**src/rtl/fifo_pkg.sv**
```systemverilog
// Shared helpers for the FIFO read-side unpacker: width derivation and slice-order encoding.
package fifo_pkg;

    localparam bit ORDER_LSB_FIRST = 1'b1;
    localparam bit ORDER_MSB_FIRST = 1'b0;

    typedef logic [1:0] wbuf_count_t;

    function automatic int unsigned calc_ratio(input int unsigned data_width,
                                               input int unsigned out_width);
        return data_width / out_width;
    endfunction

    function automatic int unsigned calc_clog2(input int unsigned value);
        int unsigned bits;
        bits = 0;
        for (int unsigned v = value - 1; v > 0; v = v >> 1) begin
            bits = bits + 1;
        end
        return bits;
    endfunction

    // A one-bit index is kept even for degenerate ratios so the counter never collapses to zero width.
    function automatic int unsigned calc_idxw(input int unsigned ratio);
        return (ratio < 2) ? 1 : calc_clog2(ratio);
    endfunction

endpackage

```
**src/rtl/unpack_wbuf.sv**
```systemverilog
// Two-entry word buffer between the FIFO read port and the beat serialiser.
module unpack_wbuf
    import fifo_pkg::*;
#(
    parameter int unsigned DATA_WIDTH = 32
) (
    input  logic                  clk,
    input  logic                  rst_n,
    input  logic                  wr_en,
    input  logic [DATA_WIDTH-1:0] wr_data,
    input  logic                  rd_en,
    output wbuf_count_t           count,
    output logic [DATA_WIDTH-1:0] head_data
);

    logic [DATA_WIDTH-1:0] entry [2];
    logic                  head_ptr;
    logic                  tail_ptr;

    always_ff @(posedge clk or negedge rst_n) begin
        if (!rst_n) begin
            entry[0] <= '0;
            entry[1] <= '0;
            head_ptr <= 1'b0;
            tail_ptr <= 1'b0;
            count    <= '0;
        end else begin
            if (wr_en) begin
                entry[tail_ptr] <= wr_data;
                tail_ptr        <= !tail_ptr;
            end
            if (rd_en) begin
                head_ptr <= !head_ptr;
            end
            // Simultaneous write and retire leaves the occupancy unchanged.
            case ({wr_en, rd_en})
                2'b10:   count <= count + 2'd1;
                2'b01:   count <= count - 2'd1;
                default: count <= count;
            endcase
        end
    end

    assign head_data = entry[head_ptr];

endmodule

```
**src/rtl/fifo_rd_unpack.sv**
```systemverilog
// Pops words from the dual-clock FIFO read port and serialises each into narrower valid/ready beats.
module fifo_rd_unpack
    import fifo_pkg::*;
#(
    parameter int unsigned DATA_WIDTH = 32,
    parameter int unsigned OUT_WIDTH  = 8,
    parameter bit          LSB_FIRST  = 1'b1
) (
    input  logic                  rd_clk,
    input  logic                  rd_reset_n,
    output logic                  fifo_rd_req,
    input  logic                  fifo_rd_empty,
    input  logic [DATA_WIDTH-1:0] fifo_data_out,
    output logic [OUT_WIDTH-1:0]  out_data,
    output logic                  out_valid,
    input  logic                  out_ready,
    output logic                  out_last,
    output logic                  busy
);

    localparam int unsigned     RATIO    = calc_ratio(DATA_WIDTH, OUT_WIDTH);
    localparam int unsigned     IDXW     = calc_idxw(RATIO);
    localparam logic [IDXW-1:0] IDX_LAST = IDXW'(RATIO - 1);

    wbuf_count_t           count;
    logic [DATA_WIDTH-1:0] head_data;
    logic                  inflight;
    logic                  pop_ok;
    logic [IDXW-1:0]       idx;
    logic [IDXW-1:0]       sel;
    logic                  last_slice;
    logic                  xfer;
    logic                  retire;
    logic [OUT_WIDTH-1:0]  slices [RATIO];

    // Words already requested count against capacity, so the buffer can never overflow.
    assign pop_ok      = !fifo_rd_empty && ((count + {1'b0, inflight}) < 2'd2);
    assign fifo_rd_req = pop_ok && rd_reset_n;

    always_ff @(posedge rd_clk or negedge rd_reset_n) begin
        if (!rd_reset_n) begin
            inflight <= 1'b0;
        end else begin
            inflight <= fifo_rd_req;
        end
    end

    unpack_wbuf #(
        .DATA_WIDTH (DATA_WIDTH)
    ) u_wbuf (
        .clk       (rd_clk),
        .rst_n     (rd_reset_n),
        .wr_en     (inflight),
        .wr_data   (fifo_data_out),
        .rd_en     (retire),
        .count     (count),
        .head_data (head_data)
    );

    assign out_valid  = (count != '0);
    assign last_slice = (idx == IDX_LAST);
    assign out_last   = out_valid && last_slice;
    assign xfer       = out_valid && out_ready;
    assign retire     = xfer && last_slice;
    assign busy       = out_valid || inflight;

    always_ff @(posedge rd_clk or negedge rd_reset_n) begin
        if (!rd_reset_n) begin
            idx <= '0;
        end else if (xfer) begin
            idx <= last_slice ? '0 : idx + 1'b1;
        end
    end

    for (genvar g = 0; g < RATIO; g++) begin : g_slice
        assign slices[g] = head_data[g*OUT_WIDTH +: OUT_WIDTH];
    end

    assign sel      = (LSB_FIRST == ORDER_LSB_FIRST) ? idx : (IDX_LAST - idx);
    assign out_data = out_valid ? slices[sel] : '0;

    a_no_pop_when_empty : assert property (@(posedge rd_clk) disable iff (!rd_reset_n)
        !(fifo_rd_req && fifo_rd_empty));
    a_count_in_range : assert property (@(posedge rd_clk) disable iff (!rd_reset_n)
        count <= 2'd2);

endmodule
```
**config.mk**
```make
export PLATFORM = sky130hd
export DESIGN_NAME = fifo_rd_unpack
export DESIGN_NICKNAME = d
export VERILOG_FILES = /design/src/rtl/fifo_pkg.sv /design/src/rtl/unpack_wbuf.sv /design/src/rtl/fifo_rd_unpack.sv
export SDC_FILE = /design/constraint.sdc
export NUM_CORES = 1
export LEC_CHECK = 0
export ABC_CLOCK_PERIOD_IN_PS = 1900
export CAP_MARGIN = 20
export CELL_PAD_IN_SITES_DETAIL_PLACEMENT = 2
export CELL_PAD_IN_SITES_GLOBAL_PLACEMENT = 2
export CORE_ASPECT_RATIO = 2
export CORE_MARGIN = 8
export CORE_UTILIZATION = 44
export DETAILED_ROUTE_END_ITERATION = 8
export DONT_BUFFER_PORTS = 1
export PLACE_DENSITY = 0.8
export REMOVE_ABC_BUFFERS = 1
export SETUP_SLACK_MARGIN = 0.15
export SYNTH_ARGS = -nofsm -noshare
export SYNTH_HDL_FRONTEND = slang
export SYNTH_SLANG_ARGS = --single-unit
export TNS_END_PERCENT = 20
```
**constraint.sdc**
```tcl
create_clock -name rd_clk -period 1.9 [get_ports rd_clk]
set_clock_uncertainty 0.1 [all_clocks]
set_input_delay 0.285 -clock rd_clk [delete_from_list [all_inputs] [get_ports rd_clk]]
set_output_delay 0.285 -clock rd_clk [all_outputs]
set_load 0.03 [all_outputs]
```
==> metrics.txt, run 1 <==
outcome=complete, but fails checks; failing checks=negative hold slack, negative setup slack; drt total wl=9.920 mm; PortBufs=0; width of the chip=77.09 microns; top cells by area, synth=dfrtp_1, mux2_2, mux2i_1; Rows=44; Worst-Margin Slew=0.5033 ns; Synth cell types=25; antenna-violating nets left=0; RSZ-0062 raised after global routing=yes; critical path peak fanout=8; first-pass GRT wire length=14.60 mm; largest net degree at the start of global routing=73; crit start category=flip-flop; max cap viols=0; gpl congestion=0.7233; Clock Sink Count=71; cell taking the most area after synthesis=dfrtp_1; Num CTS Buffers=9; post-synthesis sequential area ratio=54.10%; Static Leakage=0.001815 uW; synthesized instance count=231; Initial Util=45.20%; Max-slew headroom=66.09%; worst path arrival time=1.77 ns; DIE AREA=0.01065 sq mm; Ports=48; Pwr Total=8725 uW; Final WS setup=-0.2586 ns; achievable frequency=463.3 MHz; antenna fix cells=0; Synth Flop Type=dfrtp_1; Final period util=113.6%; Final setup violation count=8; worst skew pair latency=0.33 ns; Crit Path Class=reg -> out; Final Max Slew Viols=0; GRT Total Usage=18.15%; Max clock buf depth=2; clk root buf=clkbuf_16; DR iter-0 viols=111; routed via count=2102; final-stage net count=312; drt drc=0; critical path required time=1.51 ns; TritonCTS clock tree=yes; Peak supply drop=0.001152 V; initial antenna violation count=0; share of the synthesized area in the top cell type=54.10%; dpl ws=0.1380 ns; worst min-delay path class=in -> async; hpwl dp=5.531 mm; CP endpoint kind=primary output; Die H=138.2 microns; CTS H-tree depth=3; Vias/cell=5.696; Avg Inst Size Synth=14.22 sq um; Final Hold Viols=71; number of global-route vias before repair=2546; synthesis-to-layout area growth=28.34%; fill count=650; Final Hold Slack=-0.4525 ns; core area=0.007267 sq mm; clock slew at reported path FFs=0.06 ns; wire length per cell=26.88 microns; Netlist Area Pre-Place=0.003284 sq mm; yosys warns=0; 1st-pass router iterations=4; gr ovfl total=0; Yosys reg bits=71; min Tclk post-route=2.159 ns; share of layout cells above drive strength 1=45.85%; pwr dens=2070 mW/mm^2; ys async rst share=100.0%; EDFF count, synth=0
## cells in the final DEF, fill, tap and decap left out, types with 2 or more instances in the layout
cell type       n
a22oi_1        10
a22oi_2         6
and2_4          2
and3_1          5
and3_4          4
buf_12          7
buf_4           8
buf_6           8
clkbuf_1        3
clkbuf_16       9
clkinv_2        2
dfrtp_1        68
dfrtp_2         3
dlygate4sd3_1  23
mux2_1          2
mux2_2         63
mux2i_1        26
mux2i_2         3
mux2i_4         3
nor2b_1         2
xnor2_2         2
xor2_1          3
## what timing repair did
action | in CTS | in global routing
hold buffers | 15 | 8
buffers inserted | 2 | 0
resized for setup | 18 | 27
setup endpoints to repair | 11 | 12
endpoints found under the hold margin | 90 | 79
pin swaps | 5 | 5
## final timing paths
kind,startpoint,to,slack (ns),cells after the start
setup / recovery,idx[1],out_data[4],-0.26,6
hold / removal,rd_reset_n,u_wbuf.entry[5],-0.45,0
setup reg to reg,idx[1],u_wbuf.count[1],0.16,7
hold reg to reg,u_wbuf.entry[19],u_wbuf.entry[19],0.41,1
max in group asynchronous,rd_reset_n,u_wbuf.entry[61],1.99,0
min in group rd_clk,fifo_data_out[9],u_wbuf.entry[9],0.01,1
## cell usage after synthesis, drive strengths merged (2+ instances only)
library cell / instances
buf: 11
and3: 9
a22oi: 16
ha: 2
and2: 2
nor2: 3
nand2: 2
clkbuf: 3
mux2i: 32
xor2: 3
mux2: 65
xnor2: 3
dfrtp: 71
nor2b: 2
## layout make-up
class                           count  area [sq um]  area share [%]
Tap cell                           92         115.1           2.731
Inverter                            1         3.754         0.08905
Sequential cell                    71          1780           42.24
Clock buffer                       12         236.5           5.610
Timing Repair Buffer               46         520.5           12.35
Multi-Input combinational cell    145          1549           36.75
Clock inverter                      2         10.01          0.2375
## state kept, by name (all words and copies together) (netlist names)
| name | flops |
|---|---|
| u_wbuf.tail_ptr | 1 |
| u_wbuf.head_ptr | 1 |
| u_wbuf.count | 2 |
| u_wbuf.entry | 64 |
| idx | 2 |
| inflight | 1 |
## routing by layer
layer / GRT usage (%) / wire, microns / vias to the layer above
met4: 9.319 / 271 / 0
met5: 0 / 0 / -
met2: 33.77 / 5787 / 48
met1: 17.49 / 3504 / 1113
li1: - / - / 923
met3: 4.805 / 357 / 18
## worst max-delay path, cell delays in order, from the launching register on
cell     delay [ns]
dfrtp_1        0.40
buf_4          0.14
nor2_1         0.03
buf_4          0.18
a22oi_1        0.28
and3_4         0.26
buf_6          0.14
## power breakdown
group / switching, uW / internal [uW]
logic: 2070 / 2260
registers: 621 / 2300
clock network: 607 / 865
total: 3300 / 5420
## cells by family after synthesis
logic type	Yosys count	synth area share (%)
buffers and inverters	15	3.428
DFF	71	54.10
muxes	97	32.04
and+or+nand+nor	22	4.038
AOI/OAI and AO/OA	18	4.038
xor gates and xnor gates	6	1.600
adders and majority gates	2	0.7618
## stage by stage
stage	instances	util [%]	hold WS, ns	setup TNS (ns)	cell area [sq um]
floorplan	217	-	-0.1106	-3.527	3176
global placement	330	48.50	-0.1075	0	3525
detailed placement	330	48.50	-0.1068	0	3525
CTS	361	55.13	-0.4598	-1.398	4006
global route	369	58.01	-0.4664	-2.007	4215
finish	369	58.01	-0.4525	-1.560	4215
Note: power is estimated with default switching activity, not from simulation.
==> inputs of run 2 (changes only) <==
--- a/config.mk
+++ b/config.mk
@@ -7,15 +7,14 @@
 export LEC_CHECK = 0
 export ABC_CLOCK_PERIOD_IN_PS = 1900
 export CAP_MARGIN = 20
-export CELL_PAD_IN_SITES_DETAIL_PLACEMENT = 2
-export CELL_PAD_IN_SITES_GLOBAL_PLACEMENT = 2
+export CELL_PAD_IN_SITES_DETAIL_PLACEMENT = 0
+export CELL_PAD_IN_SITES_GLOBAL_PLACEMENT = 1
 export CORE_ASPECT_RATIO = 2
 export CORE_MARGIN = 8
-export CORE_UTILIZATION = 44
+export CORE_UTILIZATION = 52
 export DETAILED_ROUTE_END_ITERATION = 8
 export DONT_BUFFER_PORTS = 1
 export PLACE_DENSITY = 0.8
-export REMOVE_ABC_BUFFERS = 1
 export SETUP_SLACK_MARGIN = 0.15
 export SYNTH_ARGS = -nofsm -noshare
 export SYNTH_HDL_FRONTEND = slang
==> constraint.sdc (replaced) <==
create_clock -name rd_clk -period 1.9 [get_ports rd_clk]
set_clock_uncertainty 0.1 [all_clocks]
set_input_delay 0.285 -clock rd_clk [delete_from_list [all_inputs] [get_ports rd_clk]]
set_output_delay 0.285 -clock rd_clk [all_outputs]
set_load 0.05 [all_outputs]
==> run 2 against run 1 <==
The run still ends with negative hold slack, negative setup slack left. Core utilization is 10 points higher. Die area is 13% lower. Flip-flop and latch count stayed put. Final cell count is 0.54% lower. Hold slack hardly changed. Highest routed layer unchanged.
==> metrics.txt, run 2 (synthesized netlist as in run 1, its figures left out) <==
drt total wl=7.151 mm; Power Internal=5625 uW; switching fraction of total power=36.16%; Rows=41; synthesis-to-layout area growth=29.18%; Final Hold Slack=-0.4526 ns; worst skew pair latency=0.33 ns; PortBufs=0; RSZ-0062 raised after global routing=yes; number of global-route vias before repair=2244; antenna-violating nets left=0; Clk pwr share=16.9%; drt drc=0; Vias/cell=5.526; Final WS setup=-0.2211 ns; TritonCTS clock tree=yes; outcome=complete, but fails checks; CP max stage cell=dfrtp_2; DP Area=0.003587 sq mm; placed insts=321; Psw=3186 uW; Max-slew headroom=71.08%; critical path peak fanout=21; fin cells=367; Max clock buf depth=2; first-pass GRT wire length=11.66 mm; clk root buf=clkbuf_16; worst min-delay path class=in -> async; CTS H-tree depth=3; wire length per cell=19.49 microns; Die H=128.4 microns; Gate power share=51.6%; Final Max Slew Viols=0; antenna fix cells=0; Final Hold Viols=71; share of layout cells above drive strength 1=39.50%; gr ovfl total=0; most frequent cells in the layout=dfrtp_1, mux2_2, dlygate4sd3_1; largest net degree at the start of global routing=73; initial antenna violation count=0; Pwr Total=8811 uW; achievable frequency=471.5 MHz; width of the chip=72.20 microns; max FFs per register=64; 1st-pass router iterations=4; Final period util=111.6%; DIE AREA=0.009269 sq mm; CP top delay family=flip-flops; CP Cell Sequence=buf_12 > mux2i_1 > a22oi_1 > and3_1 > buf_12; Crit Path Class=reg -> out; Final Util=68.35%; min Tclk post-route=2.121 ns; worst path arrival time=1.74 ns; commonest non-fill, non-tap cell in the layout=dfrtp_1; Num CTS Buffers=9; crit start category=flip-flop; DR iter-0 viols=108; Worst-Margin Slew=0.4292 ns; Static Leakage=0.001835 uW; Regs by FF count=u_wbuf.entry x64, idx x2, u_wbuf.count x2; core area=0.006207 sq mm; sequential power share=31.5%; pwr dens=2077 mW/mm^2; Crit path buffers/inverters=2; routed via count=2028; Ports=48; hpwl dp=4.653 mm; final-stage net count=316; post-route cell area=0.004243 sq mm; Final setup violation count=8; critical path required time=1.51 ns; Top reg by flops=u_wbuf.entry; max cap viols=0; clock slew at reported path FFs=0.05 ns; postcts setup bufs=0; CP dominant cell by count=buf_12; GRT Total Usage=16.88%; post-synthesis net count=269; Initial Util=52.91%; slowest stage delay, CP=0.41 ns; failing checks=negative hold slack, negative setup slack; CP endpoint kind=primary output; Peak supply drop=0.001456 V; Clock Sink Count=71; gpl congestion=0.7497
run 2: cell type report:
cell class	instances	area (sq um)
flip-flops and latches	71	1780
well taps	86	107.6
repair buffers	50	638.1
inverters	1	3.754
clock buffers	13	260.3
multi-input cells	145	1448
clock inverters	1	5.005
fillers	459	1964
run 2: what timing repair did:
item                                   CTS  global route
pin swaps                                6             1
endpoints found under the hold margin  120            72
hold buffers                            31             1
gates resized for setup                 18             2
setup endpoints to repair               11            11
run 2: power groups by stage:
stage / sequential [uW] / clock, uW / combinational [uW]
6_report: 2770 / 1490 / 4550
5_1_grt: 2860 / 1570 / 4820
4_1_cts: 2760 / 1530 / 4590
3_5_place_dp: 2740 / 0 / 4320
3_3_place_gp: 2680 / 0 / 4270
2_1_floorplan: 2610 / 0 / 2860
run 2: stage by stage:
| step | setup TNS (ns) | setup WS (ns) |
|---|---|---|
| CTS | -1.601 | -0.2327 |
| floorplan | -1.350 | -0.1557 |
| detailed placement | 0 | 0.04265 |
| global route | -2.036 | -0.2901 |
| global placement | 0 | 0.09110 |
| finish | -1.433 | -0.2211 |
run 2: final timing paths:
path	from	to	slack, ns	depth (start not counted)
min reg2reg	u_wbuf.entry[20]	u_wbuf.entry[20]	0.40	1
max in group asynchronous	rd_reset_n	u_wbuf.entry[32]	2.04	0
min	rd_reset_n	u_wbuf.entry[62]	-0.45	0
min in group rd_clk	fifo_data_out[1]	u_wbuf.entry[1]	0.01	1
max	u_wbuf.head_ptr	out_data[3]	-0.22	5
max reg2reg	u_wbuf.count[1]	u_wbuf.count[1]	0.22	5
run 2: metal layers:
metal	GRT usage, %	part of all wire, %
met1	18.75	40
met2	27.50	53
met3	6.157	5.5
met4	8.364	1.3
met5	0	0
==> inputs of run 3 (changes only) <==
--- a/config.mk
+++ b/config.mk
@@ -10,10 +10,10 @@
 export CELL_PAD_IN_SITES_DETAIL_PLACEMENT = 0
 export CELL_PAD_IN_SITES_GLOBAL_PLACEMENT = 1
 export CORE_ASPECT_RATIO = 2
-export CORE_MARGIN = 8
 export CORE_UTILIZATION = 52
 export DETAILED_ROUTE_END_ITERATION = 8
 export DONT_BUFFER_PORTS = 1
+export MAX_ROUTING_LAYER = met4
 export PLACE_DENSITY = 0.8
 export SETUP_SLACK_MARGIN = 0.15
 export SYNTH_ARGS = -nofsm -noshare
==> run 3 against run 2 <==
The run still ends with negative hold slack, negative setup slack left. Critical path depth unchanged. Count of clock-buffer cells in the layout up 1. Wire length down 2.1%.
==> metrics.txt, run 3 (synthesized netlist as in run 1, its figures left out) <==
outcome=complete, but fails checks; failing checks=negative hold slack, negative setup slack; fill count=416; achievable frequency=487.4 MHz; Static Leakage=0.001870 uW; Ports=48; Final Max Slew Viols=0; Final setup violation count=8; largest net degree at the start of global routing=73; Initial Util=54.24%; share of layout cells above drive strength 1=42.07%; drt total wl=7.003 mm; GRT Total Usage=24.28%; antenna fix cells=0; Top reg by flops=u_wbuf.entry; Max clock buf depth=2; 1st-pass router iterations=4; Gate power share=52.4%; width of the chip=58.20 microns; Peak supply drop=0.002140 V; Power Internal=5783 uW; clk root buf=clkbuf_16; crit start category=flip-flop; routed via count=2061; PortBufs=0; RSZ-0062 raised after global routing=yes; commonest non-fill, non-tap cell in the layout=dfrtp_1; drt drc=0; CTS H-tree depth=3; post-synthesis net count=269; critical path peak fanout=12; switching fraction of total power=36.05%; Max-slew headroom=68.54%; Clk pwr share=16.4%; slowest stage delay, CP=0.45 ns; hpwl dp=4.408 mm; min Tclk post-route=2.052 ns; Rows=40; antenna-violating nets left=0; gpl congestion=0.7536; CP dominant cell by count=buf_12; placed insts=320; worst skew pair latency=0.33 ns; Pwr Total=9042 uW; Crit Path Class=reg -> out; Num CTS Buffers=9; most frequent cells in the layout=dfrtp_1, mux2_2, dlygate4sd3_1; worst min-delay path class=in -> async; pwr dens=2075 mW/mm^2; gr ovfl total=0; number of global-route vias before repair=2215; sequential power share=31.3%; CP Cell Sequence=buf_12 > mux2i_2 > a22oi_1 > and3_1 > buf_12; max FFs per register=64; first-pass GRT wire length=11.15 mm; DR iter-0 viols=57; DIE AREA=0.006657 sq mm; max cap viols=0; Crit path buffers/inverters=2; Clock Sink Count=71; Final Hold Slack=-0.4517 ns; clock slew at reported path FFs=0.05 ns; worst path arrival time=1.67 ns; Worst-Margin Slew=0.4728 ns; Regs by FF count=u_wbuf.entry x64, idx x2, u_wbuf.count x2; Die H=114.4 microns; Final Hold Viols=71; final-stage net count=324; CP top delay family=flip-flops; TritonCTS clock tree=yes; Vias/cell=5.511; Final WS setup=-0.1519 ns; Final period util=108.0%; core area=0.006056 sq mm; CP endpoint kind=primary output; CP max stage cell=dfrtp_2; wire length per cell=18.72 microns; fin cells=374; setup_tns=-1.108 ns; initial antenna violation count=0; Psw=3259 uW; synthesis-to-layout area growth=32.69%; critical path required time=1.51 ns
[run 3: changes by cell type in the layout (fill, tap and decap cells not counted), moves of 2 or more]
cell           before  now
a22oi_1            16   11
a22oi_2             0    5
and3_1              7    2
and3_4              2    7
dlygate4sd3_1      32   37
buf_12             14   12
buf_4               2    4
buf_6               2    4
clkbuf_1            2    4
mux2i_2             6    4
[run 3: final timing paths]
| check | from | to | slack, ns | depth (start not counted) |
|---|---|---|---|---|
| max | u_wbuf.head_ptr | out_data[5] | -0.15 | 5 |
| min | rd_reset_n | u_wbuf.entry[56] | -0.45 | 0 |
| max reg2reg | u_wbuf.count[1] | u_wbuf.count[1] | 0.19 | 6 |
| min reg2reg | u_wbuf.entry[48] | u_wbuf.entry[48] | 0.39 | 1 |
| max in group asynchronous | rd_reset_n | idx[0] | 2.01 | 0 |
| min in group rd_clk | fifo_data_out[26] | u_wbuf.entry[26] | 0.01 | 1 |
[run 3: routing by layer]
layer	GRT usage (%)	vias up	wire length, microns
met3	7.571	16	261
met4	11.27	0	196
met1	27.22	1040	2790
met5	-	-	0
li1	-	950	-
met2	38.93	55	3754
[run 3: metrics by stage]
stage               utilization [%]  hold slack, ns  area [sq um]  worst slack, ns
finish                        71.96         -0.4517          4358          -0.1519
global route                  71.96         -0.4679          4358          -0.2134
CTS                           69.07         -0.4610          4183          -0.2070
detailed placement            58.90         -0.1089          3567           0.1439
global placement              58.90         -0.1088          3567           0.1360
floorplan                         -         -0.1106          3289          -0.1557
[run 3: area by class of cell]
type	instances	area [sq um]	area share, %
clock inverter	1	5.005	0.1148
tap	84	105.1	2.412
inverter	1	3.754	0.08613
sequential	71	1782	40.88
timing repair buffer	58	710.7	16.31
clock buffer	14	254.0	5.828
multi-input combinational	145	1498	34.37
[run 3: power by group through the flow]
stage	Clock [uW]	Combinational, uW	Sequential (uW)
global route	1580	5020	2900
CTS	1510	4370	2770
detailed placement	0	4210	2780
floorplan	0	2860	2610
finish	1480	4740	2830
global placement	0	4170	2750
[run 3: repair_timing]
action / CTS / global route
gates cloned: 0 / 1
setup endpoints to repair: 11 / 12
resized for setup: 10 / 23
buffers inserted: 0 / 1
hold endpoints to repair: 121 / 76
hold buffers: 32 / 5
pin swaps: 4 / 16
==> RTL change 1 (config.mk and constraints of run 1) <==
Set the parameter `OUT_WIDTH` to 4 (it was 8).
--- a/src/rtl/fifo_rd_unpack.sv
+++ b/src/rtl/fifo_rd_unpack.sv
@@ -3,7 +3,7 @@
     import fifo_pkg::*;
 #(
     parameter int unsigned DATA_WIDTH = 32,
-    parameter int unsigned OUT_WIDTH  = 8,
+    parameter int unsigned OUT_WIDTH  = 4,
     parameter bit          LSB_FIRST  = 1'b1
 ) (
     input  logic                  rd_clk,
Interface: changed (resized out_data); port bits go from 48 to 44. The function was not compared with the original's and may differ.
==> RTL change 1 against run 1 <==
The run still ends with hold timing, setup timing left; final area increased by 3.1%; routed wire length up 2.9%; count of clock-buffer cells in the layout did not move; power shrank 3.1%; sequential cell count increased by 1; maximum frequency shrank 10%; sequential share of layout area decreased by 0.69 points; clock power grew 18%; area after synthesis increased by 0.38%; worst setup slack lost 0.25 ns; largest power group unchanged; highest routed layer unchanged.
==> RTL change 1: results (changes against run 1) <==
synth:
  ys_seq_area_frac: 0.5465  # +0.005537
  synthTopCellsByArea: "dfrtp_1, mux2_2, mux4_1"
  synth_ff_type: "dfrtp_1"
  avgSynthCellArea_sq_um: 15.12  # +6.4%
  synthDistinctLibCells: 29  # +16%
  synth_common_cells: "dfrtp_1, mux2_2, nand2_1"
  yosysWarnings: 0  # unchanged
  async_flop_share: 1.000  # unchanged
sta:
  tns_ns: -1.949  # -0.3897 ns
  tightest_slew_ns: 0.4889  # -0.01442 ns
  hold_viol_final: 72  # +1.4%
  hold_ws_ns: -0.4628  # -0.01034 ns
  setup_viol: 6  # -2
  setup_slack_ns: -0.5087  # -0.2501 ns
placement:
  dpl.hpwl_microns: 5607  # +1.4%
  placed_cells: 323  # -2.1%
  place_congestion: 0.7056  # -2.4%
  io_buffers: 0  # unchanged
  dpl_cell_area_sq_um: 3576  # +1.5%
setup_path:
  r2r_end: "u_wbuf.count[1]"
  timing.rr.start: "idx[1]"
  cp_slowest_cell: "mux4_2"
  crit_fanout: 6  # -2
  slowest_delay_ns: 0.51  # +0.11 ns
  reg2regPathDepth: 7  # unchanged
  reg2reg_slack_ns: -0.02  # -0.18 ns
  cp_top_family: "multiplexers"
clocking:
  cts_made_buffers: 9  # unchanged
  cts-htree-levels: 3  # unchanged
  clk_pin_slew_worst_paths_ns: 0.06  # about the same
  insertion_delay_ns: 0.34
  root_buffer: "clkbuf_16"
  clockBufferDepth: 2  # unchanged
drt:
  num_vias: 2148  # +2.2%
  drt_iter0_markers: 70  # -37%
  firstDrtPassIters: 4  # unchanged
  wl_microns: 10210  # +2.9%
  ant_nets: 0  # unchanged
pwr:
  ir_drop_v: 0.0009675  # -16%
  power.leakage_nw: 1.843  # +1.5%
run_status:
  status: "finished, violations left"
  violations: "hold timing, setup timing"
layout:
  drive_gt1_frac: 0.4965  # +0.03800
  nFillCells: 636  # -2.2%
  antennaDiodeCount: 0  # unchanged
  fin_cells: 376  # +1.9%
  area_growth_pct: 31.80
  largest_registers: "u_wbuf.entry (64), idx (3), u_wbuf.count (2)"
global_route:
  grt_max_degree: 74  # +1.4%
  grt_pass1_wl_microns: 15480  # +6.0%
  first_global_vias: 2612  # +2.6%
  grt_usage: 0.1936  # +0.01204
  antenna_found_initial: 0  # unchanged
hold_path:
  hp-class: "in -> async"
==> RTL change 1: cell types whose count changed after synthesis, moves of 6 or more <==
| cell | change |
|---|---|
| nand2_1 | +9 |
| a22oi_1 | -16 |
| mux4_1 | +7 |
| and3_1 | -8 |
| mux2i_1 | -26 |
| mux4_2 | +6 |
==> RTL change 1: repair_timing <==
item,CTS,global route
buffers inserted,3,1
pin swaps,5,10
cloned,1,0
hold endpoints to repair,133,73
setup endpoints to repair,8,8
gates resized for setup,17,19
hold buffers,32,1
==> RTL change 1: worst max-delay path by stage <==
stage                    start          end  slack (ns)
3_3_place_gp   u_wbuf.head_ptr  out_data[2]       -0.13
6_report       u_wbuf.head_ptr  out_data[2]       -0.51
5_1_grt        u_wbuf.head_ptr  out_data[1]       -0.57
4_1_cts        u_wbuf.head_ptr  out_data[2]       -0.49
3_5_place_dp   u_wbuf.head_ptr  out_data[1]       -0.20
2_1_floorplan  u_wbuf.head_ptr  out_data[2]       -0.56
==> RTL change 1: report_power, final <==
part	switching [mW]	internal, mW	total [mW]
sequential	0.599	2.33	2.93
combinational	1.75	2.04	3.79
clock	0.632	1.11	1.74
==> RTL change 1: through the flow <==
| step | hold slack, ns | worst slack, ns |
|---|---|---|
| 6_report | -0.4628 | -0.5087 |
| 5_1_grt | -0.4803 | -0.5677 |
| 4_1_cts | -0.4730 | -0.4929 |
| 3_5_place_dp | -0.1072 | -0.1964 |
| 3_3_place_gp | -0.1074 | -0.1300 |
| 2_1_floorplan | -0.1106 | -0.5554 |
==> RTL change 1: cells by family (layout without fill, tap and decap cells) <==
family | Yosys count | count (layout) | synth area share
muxes | 86 | 86 | 0.3438
DFF | 72 | 72 | 0.5465
and+or+nand+nor | 29 | 29 | 0.04175
buffers and inverters | 13 | 79 | 0.01935
AOI/OAI and AO/OA | 9 | 9 | 0.02125
xor gates and xnor gates | 6 | 6 | 0.01594
adders and majority gates | 3 | 3 | 0.01139
==> RTL change 1: layer usage <==
metal	routed length, microns	global-route usage	part of all wire	up-vias
met5	0	0	0	-
met4	336	0.1172	0.033	0
met3	370	0.04545	0.036	20
met2	5774	0.3415	0.57	55
met1	3728	0.1984	0.37	1145
li1	-	-	-	928
==> RTL change 1: layout make-up <==
type	instances	share of cell area
flip-flops and latches	72	0.4155
multi-input cells	133	0.3458
repair buffers	62	0.1399
clock buffers	12	0.06133
well taps	92	0.02649
clock inverters	3	0.009214
inverters	2	0.001728
==> RTL change 2 (flow settings as in run 1) <==
Made on the original files. Reset style: synchronous (`rd_reset_n` and `rst_n`), changed in 3 clocked blocks.
--- a/src/rtl/unpack_wbuf.sv
+++ b/src/rtl/unpack_wbuf.sv
@@ -17,7 +17,7 @@
     logic                  head_ptr;
     logic                  tail_ptr;
 
-    always_ff @(posedge clk or negedge rst_n) begin
+    always_ff @(posedge clk) begin
         if (!rst_n) begin
             entry[0] <= '0;
             entry[1] <= '0;
--- a/src/rtl/fifo_rd_unpack.sv
+++ b/src/rtl/fifo_rd_unpack.sv
@@ -37,7 +37,7 @@
     assign pop_ok      = !fifo_rd_empty && ((count + {1'b0, inflight}) < 2'd2);
     assign fifo_rd_req = pop_ok && rd_reset_n;
 
-    always_ff @(posedge rd_clk or negedge rd_reset_n) begin
+    always_ff @(posedge rd_clk) begin
         if (!rd_reset_n) begin
             inflight <= 1'b0;
         end else begin
@@ -64,7 +64,7 @@
     assign retire     = xfer && last_slice;
     assign busy       = out_valid || inflight;
 
-    always_ff @(posedge rd_clk or negedge rd_reset_n) begin
+    always_ff @(posedge rd_clk) begin
         if (!rd_reset_n) begin
             idx <= '0;
         end else if (xfer) begin
Behaviour: differs if rd_reset_n is asserted again (counterexample within 4 cycles, from zero or initial values and one cycle with rd_reset_n low); with rd_reset_n held inactive, the same outputs for 10 cycles.
==> RTL change 2 against run 1 <==
Count of clock-buffer cells in the layout decreased by 1; final area decreased by 0.65%; critical endpoint is now out_data[6]; area after synthesis increased by 2.4%; sequential cell count increased by 1; routed wire length decreased by 7.6%; worst setup slack improved by 0.062 ns; the flow finishes with violations (setup timing); largest cell class unchanged; die area increased by 2.0%.
Power is not compared: it rests on default switching activity, and its combinational part moved more than twofold at a synthesized area within 25%.
==> RTL change 2: results (changes against run 1) <==
placement:
  place_congestion: 0.6934  # -4.1%
  dpl.hpwl_microns: 5080  # -8.2%
  place_ws_ns: -0.1017  # -0.2397 ns
  placed_cells: 343  # +3.9%
  dpl_cell_area_sq_um: 3563  # +1.1%
sta:
  tns_ns: -1.319  # +0.2411 ns
  tightest_slew_ns: 0.3270  # -0.1763 ns
  setup_viol: 8  # unchanged
  hold_ws_ns: 0.01215  # +0.4646 ns
  setup_slack_ns: -0.1968  # +0.06175 ns
synth:
  synthDistinctLibCells: 27  # +8.0%
  synth_compound_area_frac: 0.04950  # +0.009117
  synthTopCellsByArea: "edfxtp_1, and2_1, mux2i_1"
  synthAdderAreaFrac: 0.007443  # -0.0001758
  synthCells: 246  # +6.5%
  ys_seq_area_frac: 0.6193  # +0.07833
  async_flop_share: 0  # -1.000
  synth_ff_type: "edfxtp_1"
  synthXorXnorAreaFrac: 0.01303  # -0.002974
  synth_common_cells: "and2_1, edfxtp_1, mux2i_1"
  synth_edf_count: 64  # +64
  synthMuxAreaShare: 0.09825  # -0.2221
setup_path:
  r2r_end: "u_wbuf.count[1]"
  crit_end: "out_data[6]"
  timing.rr.start: "idx[0]"
  reg2regPathDepth: 6  # -1
  reg2reg_slack_ns: 0.21  # +0.05 ns
  worst_ep_arrival_time_ns: 1.71  # -0.06 ns
  worst-setup-path-type: "reg -> out"
layout:
  drive_gt1_frac: 0.2527  # -0.2057
  largest_registers: "u_wbuf.entry (64), idx (2), u_wbuf.count (2)"
  antennaDiodeCount: 0  # unchanged
  fin_cells: 367  # -0.54%
  nNetsFinal: 306  # -1.9%
hold_path:
  hp-class: "in -> reg"
  hold_path_depth: 1
global_route:
  grt_usage: 0.1774  # -0.004199
  grt_util_met2: 0.3267  # -0.01099
  gr-usage-met1: 0.1685  # -0.006330
  grt_pass1_wl_microns: 14180  # -2.9%
  first_global_vias: 2434  # -4.4%
  grtUsageMet3: 0.05806  # +0.01001
  grt_max_degree: 33  # -55%
drt:
  wire_per_inst_microns: 24.98  # -7.1%
  wl_met3_microns: 567  # +59%
  wl_met2_microns: 5238  # -9.5%
  drt-vias-per-instance: 5.441  # -4.5%
  drt_iter0_markers: 56  # -50%
  wl_met1_microns: 3101  # -12%
clocking:
  cts-htree-levels: 3  # unchanged
  cts_setup_buffers: 3  # +1
  ctsHoldBuffers: 2  # -13
  cts_resized: 33  # +15
run_status:
  status: "finished, violations left"
  violations: "setup timing"
[RTL change 2: cell types whose count changed after synthesis, moves of 5 or more]
cell,run 1,this run
edfxtp_1,0,64
dfxtp_1,0,8
clkbuf_2,0,7
and2_1,2,70
mux2_2,63,0
dfrtp_1,71,0
buf_4,5,0
[RTL change 2: where the power goes]
group / internal, mW / total [mW] / leakage, nW / switching (mW)
clock: 1.00 / 1.62 / 0.138 / 0.614
sequential: 1.82 / 1.87 / 0.739 / 0.0478
combinational: 0.145 / 0.342 / 0.655 / 0.198
[RTL change 2: final cells by class]
class | count | area [sq um]
clock buffers | 11 | 232.7
clock inverters | 5 | 47.55
fillers | 659 | 3301
inverters | 2 | 7.507
multi-input cells | 156 | 1297
flip-flops and latches | 72 | 2100
well taps | 94 | 117.6
repair buffers | 27 | 385.4
[RTL change 2: critical path, cell delays in order, from the launching register on]
cell	delay, ns
dfxtp_4	0.39
buf_6	0.11
buf_12	0.15
mux2i_2	0.26
a22oi_1	0.13
and3_1	0.19
buf_6	0.14
